**src/rtl/dsp_simd_alu.sv**
```systemverilog
// Two-stage SIMD ALU: independent WIDTH-bit lanes doing ADD/SUB/ACC/CLR.
// S1 registers operands, S2 registers results; a single enable stalls both stages.
module dsp_simd_alu #(
    parameter int WIDTH = 12,
    parameter int LANES = 4
) (
    input  logic                     clk,
    input  logic                     rst_n,
    input  logic                     in_valid_i,
    output logic                     in_ready_o,
    input  logic [1:0]               op_i,
    input  logic [LANES*WIDTH-1:0]   a_i,
    input  logic [LANES*WIDTH-1:0]   b_i,
    output logic                     out_valid_o,
    input  logic                     out_ready_i,
    output logic [LANES*WIDTH-1:0]   y_o,
    output logic [LANES-1:0]         carry_o
);

    typedef enum logic [1:0] {
        OpAdd = 2'd0,
        OpSub = 2'd1,
        OpAcc = 2'd2,
        OpClr = 2'd3
    } op_e;

    logic                   en;
    logic                   s1Valid_q;
    op_e                    s1Op_q;
    logic [LANES*WIDTH-1:0] s1A_q;
    logic [LANES*WIDTH-1:0] s1B_q;
    logic                   s2Valid_q;
    logic [LANES*WIDTH-1:0] y_q;
    logic [LANES-1:0]       carry_q;
    logic [LANES*WIDTH-1:0] acc_q;

    logic [LANES*WIDTH-1:0] y_d;
    logic [LANES-1:0]       carry_d;
    logic [LANES*WIDTH-1:0] acc_d;
    logic [WIDTH:0]         laneSum;

    assign en          = !s2Valid_q || out_ready_i;
    assign in_ready_o  = en;
    assign out_valid_o = s2Valid_q;
    assign y_o         = y_q;
    assign carry_o     = carry_q;

    // Each lane works on a WIDTH+1 bit sum so the top bit is that lane's carry/borrow.
    always_comb begin
        y_d     = '0;
        carry_d = '0;
        acc_d   = acc_q;
        laneSum = '0;
        for (int i = 0; i < LANES; i++) begin
            case (s1Op_q)
                OpAdd: laneSum = {1'b0, s1A_q[i*WIDTH +: WIDTH]} + {1'b0, s1B_q[i*WIDTH +: WIDTH]};
                OpSub: laneSum = {1'b0, s1A_q[i*WIDTH +: WIDTH]} - {1'b0, s1B_q[i*WIDTH +: WIDTH]};
                OpAcc: begin
                    laneSum = {1'b0, acc_q[i*WIDTH +: WIDTH]} + {1'b0, s1A_q[i*WIDTH +: WIDTH]};
                    acc_d[i*WIDTH +: WIDTH] = laneSum[WIDTH-1:0];
                end
                default: begin
                    laneSum = '0;
                    acc_d[i*WIDTH +: WIDTH] = '0;
                end
            endcase
            y_d[i*WIDTH +: WIDTH] = laneSum[WIDTH-1:0];
            carry_d[i]            = laneSum[WIDTH];
        end
    end

    always_ff @(posedge clk or negedge rst_n) begin
        if (!rst_n) begin
            s1Valid_q <= 1'b0;
            s1Op_q    <= OpAdd;
            s1A_q     <= '0;
            s1B_q     <= '0;
            s2Valid_q <= 1'b0;
            y_q       <= '0;
            carry_q   <= '0;
            acc_q     <= '0;
        end else if (en) begin
            s1Valid_q <= in_valid_i;
            s1Op_q    <= op_e'(op_i);
            s1A_q     <= a_i;
            s1B_q     <= b_i;
            s2Valid_q <= s1Valid_q;
            // Bubbles leave the previous result and the accumulators untouched.
            if (s1Valid_q) begin
                y_q     <= y_d;
                carry_q <= carry_d;
                acc_q   <= acc_d;
            end
        end
    end

endmodule

```
**config.mk**
```make
export PLATFORM = sky130hd
export DESIGN_NAME = dsp_simd_alu
export DESIGN_NICKNAME = d
export VERILOG_FILES = /design/src/rtl/dsp_simd_alu.sv
export SDC_FILE = /design/constraint.sdc
export NUM_CORES = 1
export LEC_CHECK = 0
export CAP_MARGIN = 20
export CORE_ASPECT_RATIO = 2
export CORE_MARGIN = 1
export CORE_UTILIZATION = 55
export CTS_CLUSTER_SIZE = 30
export DETAILED_ROUTE_END_ITERATION = 8
export PLACE_DENSITY_LB_ADDON = 0.3
export SLEW_MARGIN = 20
export SYNTH_ARGS = -nofsm -noshare
export SYNTH_HDL_FRONTEND = slang
export SYNTH_SLANG_ARGS = --single-unit
```
**constraint.sdc**
```tcl
create_clock -name clk -period 8.5 [get_ports clk]
set_input_delay 2.55 -clock clk [delete_from_list [all_inputs] [get_ports clk]]
set_output_delay 2.55 -clock clk [all_outputs]
set_load 0.005 [all_outputs]
```
==> impl_metrics.env <==
export IMPL_status="finished clean"
export IMPL_clkPwrFrac=0.193
export IMPL_critPathLaunchType="input pin"
export IMPL_drc=0
export IMPL_final_setup_viol_count=0
export IMPL_io_pins=156
export IMPL_synth_edf_count=0
export IMPL_skew_ns=0.0101
export IMPL_power_leakage_nw=6.62
export IMPL_final_nets=1629
export IMPL_antenna_found_initial=0
export IMPL_synth_top_cell_area_share=0.403
export IMPL_cpMostUsedCell="clkdlybuf4s50_1"
export IMPL_drtPass1Iterations=6
export IMPL_ys_seq_area_frac=0.403
export IMPL_worst_pin_slew_ns=0.982
export IMPL_dp_hpwl_um=23500
export IMPL_n_fill_cell=1775
export IMPL_rsz0062_at_grt="no"
export IMPL_place_inst=1676
export IMPL_ys_flop_type="dfrtp_1"
export IMPL_cap_violations=0
export IMPL_yosysWarnings=0
export IMPL_power_frac_comb=0.476
export IMPL_cts_sinks=200
export IMPL_cts_resized=0
export IMPL_final_hold_viol_count=0
export IMPL_grt_pass1_wl_um=52000
export IMPL_synthTopCellsByCount="200 x dfrtp_1, 131 x nand2_1, 105 x o21ai_0"
export IMPL_io_buffers=155
export IMPL_start_util=0.561
export IMPL_ys_seq_elements=200
export IMPL_crit_type="input pin to output pin"
export IMPL_routed_via_density=6.05
export IMPL_ant_nets=0
export IMPL_drive_gt1_frac=0.103
export IMPL_worstPathCellList="clkdlybuf4s50_1 -> nand2b_4 -> clkdlybuf4s50_1"
export IMPL_row_count=77
export IMPL_stdcell_count=1707
export IMPL_gp_congestion=0.898
export IMPL_swShare=0.377
export IMPL_synthArstFlopShare=1.00
export IMPL_clock_path_buffers=2
export IMPL_fmax_ghz=0.149
export IMPL_grt_max_degree=77
export IMPL_crit_path_end_kind="output pin"
export IMPL_syn_instance_count=1279
export IMPL_cts_buffers=17
export IMPL_dieArea_sq_um=23200
export IMPL_core_sq_um=22200
export IMPL_syn_area_per_cell_sq_um=9.72
export IMPL_hp_class="register to register"
export IMPL_clockRootBuffer="clkbuf_16"
export IMPL_pwr_density_cell_nw_per_um2=294
export IMPL_clk_pin_slew_worst_paths_ns=0.07
export IMPL_track_usage=0.291
export IMPL_worst_path_max_fanout=50
export IMPL_crit_required_ns=5.95
export IMPL_ys_types=63
export IMPL_fp_dieW_um=108
export IMPL_p_int_mw=2.72
export IMPL_first_global_vias=10700
export IMPL_multi_input_area_sq_um=7140
export IMPL_tns_ns=0
export IMPL_min_period_ns=6.73
export IMPL_synth_area_leader_cell="dfrtp_1"
export IMPL_r2r_slack_ns=3.96
export IMPL_slowest_delay_ns=0.62
export IMPL_switching_power_mw=1.65
export IMPL_ff_latch_area_sq_um=5000
export IMPL_period_share=0.792
export IMPL_maxSlewViolCount=0
export IMPL_antenna_cells=0
export IMPL_hold_buffers=0
export IMPL_wirelength_um=32000
export IMPL_relSlewSlack=0.344
export IMPL_synthTopCellsByArea="dfrtp_1 40%, ha_1 10%, mux2_2 7.8%, o21ai_0 4.2%, xnor2_1 4.2%"
export IMPL_clock_latency_ns=0.45
export IMPL_cp_slowest_cell="clkdlybuf4s50_1"
export IMPL_arrival_ns=4.18
export IMPL_cts_setup_buffers=0
export IMPL_synth_nets=1489
export IMPL_grt_overflow_total=0
export IMPL_vdd_drop_max_mv=0.186
export IMPL_fp_dieH_um=215
export IMPL_synthToLayoutAreaGrowth_pct=19.6
export IMPL_htree_levels=4
export IMPL_synth_most_common_cell="dfrtp_1"
export IMPL_routedWlPerCell_um=18.8
export IMPL_drtIter0Drc=398
export IMPL_seqPwrFrac=0.332
export IMPL_synthesis_area_sq_um=12400
export IMPL_cts_tree="done"
export IMPL_vias=10300
[metal layers]
layer  vias up  routed length (um)  track usage
met3       120                1350       0.0456
met1      5005               11800        0.310
met5         -                   0            0
li1       4900                   -            -
met2       305               17200        0.525
met4         0                1780        0.176
[final cells by class]
cell class	instances	area share
clock buffer	23	0.0322
multi-input combinational	1000	0.481
sequential	200	0.337
inverter	33	0.00834
tap	276	0.0232
timing repair buffer	167	0.111
clock inverter	8	0.00809
[critical path, delay by kind of cell]
| kind | cells | cell delay, ns |
|---|---|---|
| buffers and inverters | 2 | 1.08 |
| and+or+nand+nor | 1 | 0.52 |
[path summary, 6_finish.rpt]
path,cells past startpoint,startpoint,endpoint
hold reg to reg,2,y_o[25],y_o[25]
setup reg to reg,12,s1Op_q[1],y_o[33]
hold / removal,2,y_o[25],y_o[25]
min in group asynchronous,1,rst_n,s1A_q[15]
max in group asynchronous,2,rst_n,s1B_q[4]
setup / recovery,3,out_ready_i,in_ready_o
[flip-flops by register name (all words and copies together) (netlist names)]
signal / count
acc_q: 48
s1A_q: 48
s1B_q: 48
y_o: 48
carry_o: 4
s1Op_q: 2
out_valid_o: 1
s1Valid_q: 1
[metrics by stage]
step / setup WS (ns) / hold slack, ns / instance area [sq um] / total power, mW / util
2_1_floorplan: 2.66 / 0.450 / 12400 / 2.80 / -
3_3_place_gp: 1.76 / 0.461 / 14300 / 3.45 / 0.643
3_5_place_dp: 1.78 / 0.472 / 14300 / 3.51 / 0.643
4_1_cts: 1.76 / 0.487 / 14900 / 4.38 / 0.670
5_1_grt: 1.71 / 0.508 / 14900 / 4.67 / 0.670
6_report: 1.77 / 0.481 / 14900 / 4.37 / 0.670
[logic make-up (layout without fill, tap and decap cells)]
group / Yosys count / after routing / synth area share
XOR/XNOR: 96 / 96 / 0.0677
multiplexers: 89 / 89 / 0.0804
adder cells (fa/ha/maj): 108 / 108 / 0.114
flip-flops: 200 / 200 / 0.403
buffers and inverters: 79 / 231 / 0.0242
AND/OR/NAND/NOR: 361 / 361 / 0.133
AO/OA/AOI/OAI: 346 / 346 / 0.179
[power groups by stage]
| stage | Clock (mW) | Sequential [mW] | Combinational, mW |
|---|---|---|---|
| finish | 0.842 | 1.45 | 2.08 |
| global route | 0.892 | 1.47 | 2.31 |
| CTS | 0.860 | 1.44 | 2.07 |
| detailed placement | 0 | 1.46 | 2.05 |
| global placement | 0 | 1.45 | 2.00 |
| floorplan | 0 | 1.39 | 1.42 |
[cells in the final DEF (no fill, tap or decap), types with 5 or more instances in the layout]
master / count
dfrtp_1: 200
clkdlybuf4s50_1: 154
nand2_1: 129
o21ai_0: 105
nor2_1: 103
ha_1: 100
mux2_2: 86
a21oi_1: 68
xnor2_1: 60
xor2_1: 36
inv_1: 33
nor3_1: 27
a21o_1: 25
o21a_1: 22
a211oi_1: 22
nand2b_1: 20
o31ai_1: 17
clkbuf_16: 17
a31oi_1: 16
nor2b_1: 16
nand3_1: 15
nor4_1: 12
buf_4: 12
o211ai_1: 10
a22o_1: 8
fa_1: 8
and3_1: 7
or3_1: 5
or2_2: 5
a221o_1: 5
(Power assumes the default switching activity.)
